--- config.mk ---
export PLATFORM = sky130hd
export DESIGN_NAME = lock_indicator_ctrl
export DESIGN_NICKNAME = d
export VERILOG_FILES = /design/src/rtl/lock_indicator_ctrl.sv
export SDC_FILE = /design/constraint.sdc
export NUM_CORES = 1
export LEC_CHECK = 0
export CAP_MARGIN = 20
export CORE_UTILIZATION = 54
export DETAILED_ROUTE_END_ITERATION = 10
export PLACE_DENSITY = 0.75
export SETUP_SLACK_MARGIN = 0.3
export SLEW_MARGIN = 10
export SYNTH_ARGS = -nofsm -noshare
export SYNTH_HDL_FRONTEND = slang
export SYNTH_SLANG_ARGS = --single-unit
--- constraint.sdc ---
create_clock -name clk -period 2.8 [get_ports clk]
set_input_delay 0.56 -clock clk [delete_from_list [all_inputs] [get_ports clk]]
set_output_delay 0.56 -clock clk [all_outputs]
set_load 0.02 [all_outputs]
--- src/rtl/lock_indicator_ctrl.sv ---
// lock_indicator_ctrl
// Indicator stage for the 24-bit sequence lock. It turns the checker's
// one-cycle pass/fail verdicts and the sticky lockout level into timed
// LED patterns (active-low) and an optional piezo square-wave tone.
//
// Build option: define LOCK_INDICATOR_BEEP_EN to build the tone generator.
// Without it, beep is tied low and the LED/busy behaviour is unchanged.
//
// All outputs are registered. They are loaded from the next-state
// decode, so a pulse sampled at an edge is visible right after that edge.

module lock_indicator_ctrl #(
    parameter int HOLD_CYCLES  = 25000000,
    parameter int BLINK_CYCLES = 12500000,
    parameter int TONE_HALF    = 25000
) (
    input  logic       clk,
    input  logic       rst,
    input  logic       pass_pulse,
    input  logic       fail_pulse,
    input  logic       lockout,
    output logic [1:0] led_r,
    output logic [1:0] led_g,
    output logic       beep,
    output logic       busy
);

    localparam logic [24:0] HOLD_MAX  = 25'(HOLD_CYCLES - 1);
    localparam logic [23:0] BLINK_MAX = 24'(BLINK_CYCLES - 1);

    typedef enum logic [1:0] {
        IDLE,
        PASS_SHOW,
        FAIL_SHOW,
        LOCKED
    } state_t;

    state_t      state;
    state_t      state_nxt;
    logic [24:0] hold_cnt;
    logic [23:0] blink_cnt;
    logic        blink_off;
    logic        blink_off_nxt;
    logic        hold_restart;
    logic        red_on_nxt;

    // Next-state decode: lockout beats fail beats pass beats hold timeout
    always_comb begin
        state_nxt     = state;
        hold_restart  = 1'b0;
        blink_off_nxt = 1'b0;

        if (state == LOCKED || lockout) begin
            state_nxt = LOCKED;
        end else if (fail_pulse) begin
            state_nxt    = FAIL_SHOW;
            hold_restart = 1'b1;
        end else if (pass_pulse) begin
            state_nxt    = PASS_SHOW;
            hold_restart = 1'b1;
        end else if ((state == PASS_SHOW || state == FAIL_SHOW) && hold_cnt == HOLD_MAX) begin
            state_nxt = IDLE;
        end

        // The blink phase starts with red on at lock entry and flips on each wrap
        if (state_nxt == LOCKED && state == LOCKED) begin
            blink_off_nxt = (blink_cnt == BLINK_MAX) ? ~blink_off : blink_off;
        end

        red_on_nxt = (state_nxt == FAIL_SHOW) || (state_nxt == LOCKED && !blink_off_nxt);
    end

    // Main FSM: state, hold/blink timers and the registered LED/busy outputs
    always_ff @(posedge clk) begin
        if (!rst) begin
            state     <= IDLE;
            hold_cnt  <= '0;
            blink_cnt <= '0;
            blink_off <= 1'b0;
            led_r     <= 2'b11;
            led_g     <= 2'b11;
            busy      <= 1'b0;
        end else begin
            state     <= state_nxt;
            blink_off <= blink_off_nxt;

            if (state_nxt != state || hold_restart ||
                !(state_nxt == PASS_SHOW || state_nxt == FAIL_SHOW)) begin
                hold_cnt <= '0;
            end else if (hold_cnt != HOLD_MAX) begin
                hold_cnt <= hold_cnt + 25'd1;
            end

            if (state_nxt == LOCKED && state == LOCKED) begin
                blink_cnt <= (blink_cnt == BLINK_MAX) ? '0 : blink_cnt + 24'd1;
            end else begin
                blink_cnt <= '0;
            end

            led_r <= red_on_nxt ? 2'b00 : 2'b11;
            led_g <= (state_nxt == PASS_SHOW) ? 2'b00 : 2'b11;
            busy  <= (state_nxt != IDLE);
        end
    end

`ifdef LOCK_INDICATOR_BEEP_EN

    localparam logic [15:0] TONE_MAX = 16'(TONE_HALF - 1);

    logic [15:0] tone_cnt;
    logic        tone_run;

    // The tone follows the red LEDs; a burst continues only while red stays lit
    assign tone_run = (led_r == 2'b00) && red_on_nxt;

    // Tone generator: square wave that always begins each burst low
    always_ff @(posedge clk) begin
        if (!rst) begin
            tone_cnt <= '0;
            beep     <= 1'b0;
        end else if (tone_run) begin
            if (tone_cnt == TONE_MAX) begin
                tone_cnt <= '0;
                beep     <= ~beep;
            end else begin
                tone_cnt <= tone_cnt + 16'd1;
            end
        end else begin
            tone_cnt <= '0;
            beep     <= 1'b0;
        end
    end

`else

    assign beep = 1'b0;

`endif

endmodule

# == After elaboration in Yosys (flattened, before gate mapping) ==
# Index checks and enable logic that the tools add are counted.
# totals
regBits,57
input_bits,5
out_inout_bits,6
word_cells,47
# op_classes
add_sub_neg,2
eq_ne,10
muxes,11
n_bitwise,3
reduce_logical,14
# ops
operator,count
$add A25 B1 Y25 const B,1
$eq A25 B25 Y1 const B,1
$ne A25 B25 Y1 const B,1
$add A24 B1 Y24 const B,1
$eq A24 B24 Y1 const B,1
$mux W2,6
$eq A2 B2 Y1 const B,4
$logic_or A1 B1 Y1,6
$mux W1,5
$eq A2 B1 Y1 const B,2
$logic_and A1 B1 Y1,3
$not A1 Y1,3
$reduce_or A3 Y1,1
$logic_not A1 Y1,2
$ne A2 B2 Y1,1
$reduce_bool A2 Y1,1
$reduce_or A2 Y1,1

# == Logic depth before layout (Yosys ltp) ==
# logic_depth
ltp_word,14
ltp_mapped,12
depth_no_buf,10

# == Worst setup path after synthesis ==
# Ideal clock, no wire load.
# synth_path
kind,register -> register
startpoint,reg hold_cnt[0]
endpoint,reg hold_cnt[11]
setup_ns,0.066
arrival_time_ns,2.584
t_required_ns,2.734
path_slack_ns,0.150
stages_incl_launch_ff,12
path_buffers,1
period_less_slack_ns,2.650
cell_sequence,dfxtp_1 ha_1 and4_1 nand2_1 nor3_1 a41o_1 ha_1 nor2b_1 o21ai_0 a31o_2 buf_2 nor2_1
# synth_via
elab_chain_len,11
elab_cells_between_ends,16
classes_between,1 x add/sub; 5 x eq/ne; 4 x mux; 6 x reduce/logical
# synth_rtl
element,line,text
start: declaration,40,logic [24:0] hold_cnt;
start signal: assignment,91,hold_cnt <= hold_cnt + 25'd1;
$eq A25 B25 Y1,61,end else if ((state == PASS_SHOW || state == FAIL_SHOW) && hold_cnt == HOLD_MAX) begin
$logic_and A1 B1 Y1,61,
$mux W2,61,
$mux W2,58,end else if (pass_pulse) begin
$mux W2,55,end else if (fail_pulse) begin
$mux W2,53,if (state == LOCKED || lockout) begin
$eq A2 B1 Y1 / $eq A2 B2 Y1 (equally long branches),88,!(state_nxt == PASS_SHOW || state_nxt == FAIL_SHOW)) begin
$logic_or A1 B1 Y1,88,
$logic_not A1 Y1,88,
$logic_or A1 B1 Y1,87,if (state_nxt != state || hold_restart ||
$reduce_or A2 Y1 (no source line),--,
# Several ways; a longest one is shown, not always the timed one.
# A chain may end at the register's enable or synchronous reset.

# == Final worst setup path ==
# layout_path
startpoint,reg hold_cnt[1]
endpoint,reg hold_cnt[2]
# Same word-level chain as after synthesis.

==> results.ini <==
[run_status]
status = finished clean

[timing]
slew_violations = 0
fmax_mhz = 428
setup_violations = 0
tns_ns = 0
skew_ns = 0.00688
finalCritPeriodShare_pct = 83.4
grt_setup_unrepaired = no
fin_crit_ns = 2.33
hold_viol = 0

[synth]
syn_inst = 306
yosysWarnings = 0
netlist_area_um2 = 2620
synth_ff_type = dfxtp_1
async_flop_share_pct = 0
synth_enable_flop_cells = 0
syn-num-nets = 318
synth.avg_cell_area_um2 = 8.55
ys_ff_latch = 55
seq_area_frac_synth_pct = 42.1
synth.distinct_cells = 38

[worst_hold_path]
hold_class = flip-flop to flip-flop

[route]
antenna_left = 0
routedWlPerCell_um = 13.1
drt_iter0_drc = 148
vias = 2081
firstDrtPassIters = 4
drc_errors = 0
drt-total-wl_mm = 4.90
vias_per_cell = 5.56

[cells_and_area]
multi_input_area_um2 = 1520
syn_to_final_growth_pct = 13.6
fill_cells = 371
final_util_pct = 66.0
drive_gt1_share_pct = 11.8
n_antenna_cell = 0
register_area_um2 = 1110
instances_no_fill = 374
final_nets = 333

[worst_setup_path]
endpoint = hold_cnt[2]
critPathLaunch = hold_cnt[1]
r2r_setup_slack_ns = 0.47
endpoint_kind = flip-flop
crit_path_start_kind = flip-flop
arrival_ns = 2.58
crit_fanout = 7
timing.rr.start = hold_cnt[1]
crit_required_ns = 3.05
rr_worst_depth = 10
crit_type = flip-flop to flip-flop
timing.rr.end = hold_cnt[2]

[grt]
grt_pass1_vias = 1943
grt_pass1_wl_mm = 8.51
grtUsageTotal_pct = 21.2
antenna_found_initial = 0
grt-ovfl-total = 0
grt_max_degree = 25

[floorplanning]
io_pins = 11
die_area_um2 = 5130
fp.dieW_um = 71.6
core_um2 = 4500
rows = 24
initial_core_util_pct = 58.1
fp.dieH_um = 71.6

[placed_design]
gp_congestion = 0.901
detailed_place_hpwl_mm = 3.19
dp_cells = 362
port_buffers = 9

[clock_network]
clk_path_buf_depth = 2
clk_latency_ns = 0.32
numCtsBuffers = 5
clk_pin_slew_ns = 0.09
cts_tree = built
cts-root-buf = clkbuf_8
numClockSinks = 55
cts_max_level = 2

[flow_run]
max_cap_viol_count = 0

[power]
ir_drop_mv = 0.258
powerDensity_nw_per_um2 = 432
leakage_nw = 0.979

cells in the final DEF, fill, tap and decap left out, types with 2 or more instances in the layout:
cell type / synthesis / layout
a31o_4: 0 / 2
a31oi_1: 2 / 2
and3_1: 8 / 8
and4_1: 3 / 2
buf_4: 3 / 8
clkbuf_8: 0 / 5
clkdlybuf4s50_1: 0 / 9
dfxtp_1: 55 / 50
dfxtp_2: 0 / 4
ha_1: 7 / 6
inv_1: 8 / 8
nand2_1: 27 / 24
nand2_2: 0 / 3
nand3_1: 14 / 14
nand4_1: 17 / 17
nor2_1: 58 / 57
nor2b_1: 3 / 3
nor3_1: 12 / 11
nor4_1: 6 / 5
nor4b_1: 7 / 5
nor4b_2: 0 / 2
nor4bb_1: 3 / 2
or3_1: 2 / 2
or4_1: 3 / 3
xnor2_1: 17 / 17
xor2_1: 25 / 25
area by class of cell:
cell class | instances | share of cell area, %
tap | 52 | 2.19
inverter | 8 | 1.01
clock buffer | 6 | 2.44
sequential | 55 | 37.3
multi-input combinational | 233 | 51.2
timing repair buffer | 18 | 5.43
clock inverter | 2 | 0.421
logic make-up after synthesis:
| group | share of synthesized area [%] |
|---|---|
| AOI/OAI and AO/OA | 2.87 |
| xor gates and xnor gates | 14.1 |
| adders and majority gates | 3.35 |
| buffers and inverters | 4.25 |
| DFF | 42.1 |
| muxes | 0.382 |
| other | 0.143 |
| and+or+nand+nor | 32.9 |
cells in the mapped netlist (all sizes together), types with 2 or more instances:
library cell  instances  area [um2]
nor2                 58         218
nor4bb                3        30.0
nand3                14        70.1
or4                   3        22.5
or3                   2        12.5
buf                   8        66.3
or2                   2        12.5
xnor2                17         149
ha                    7        87.6
clkbuf                4        15.0
nand2                27         101
a31oi                 2        12.5
xor2                 25         219
nor2b                 3        18.8
inv                   8        30.0
nor4b                 7        61.3
nor4                  6        37.5
and4                  3        26.3
nand4                17         106
dfxtp                55        1100
and3                  8        50.1
nor3                 13        70.1
o21ai                 3        15.0
power breakdown:
part	switching [W]	total [W]	leakage, nW	internal, W
Clock	0.000250	0.000425	0.0412	0.000175
Combinational	0.0000382	0.0000690	0.490	0.0000309
Sequential	0.00000482	0.000792	0.447	0.000787
worst min path at each step:
| stage | depth (start not counted) | slack, ns | endpoint | from |
|---|---|---|---|---|
| after CTS | 1 | 0.46 | blink_cnt[0] | blink_cnt[0] |
| after detailed placement | 1 | 0.44 | blink_cnt[0] | blink_cnt[0] |
| final | 1 | 0.45 | blink_cnt[0] | blink_cnt[0] |
| after floorplan | 1 | 0.42 | blink_cnt[0] | blink_cnt[0] |
| after global placement | 1 | 0.43 | blink_cnt[0] | blink_cnt[0] |
| after global routing | 1 | 0.49 | blink_cnt[0] | blink_cnt[0] |
critical path: stages, from the launching register on:
cell and delay (ns):
dfxtp_2 0.38, ha_4 0.16, and4_4 0.26, nand2_2 0.11
nor3_4 0.19, a41o_1 0.23, ha_1 0.24, nor2b_1 0.14
o21ai_2 0.11, a31o_4 0.26, nor3_1 0.18
sequential cells by signal, summed over array words and instances, names as in the netlist:
name,cells
hold_cnt,25
blink_cnt,24
state,2
blink_off,1
busy,1
led_g,1
led_r,1
metal layers:
layer | up-vias | GRT usage (%) | wire length [um]
met5 | - | 0 | 0
met4 | 0 | 9.59 | 87
met3 | 9 | 5.06 | 119
met2 | 21 | 34.6 | 2360
met1 | 969 | 26.5 | 2330
li1 | 1082 | - | -
timing repair:
action / 4_1_cts / 5_1_grt
setup buffers: 2 / 0
gates cloned: 2 / 0
gates resized for setup: 8 / 19
setup endpoints to repair: 49 / 49
pin swaps: 2 / 2
hold buffers: 0 / 0
endpoints found under the hold margin: 0 / 0
per-stage QoR:
stage | setup slack (ns) | total power, W | hold WS, ns | cell area [um2]
6_report | 0.466 | 0.00129 | 0.452 | 2970
5_1_grt | 0.321 | 0.00134 | 0.489 | 2970
4_1_cts | 0.304 | 0.00130 | 0.455 | 2900
3_5_place_dp | 0.00737 | 0.000870 | 0.438 | 2750
3_3_place_gp | 0.0923 | 0.000869 | 0.430 | 2750
2_1_floorplan | 0.307 | 0.000850 | 0.417 | 2620
(Power assumes the default switching activity.)
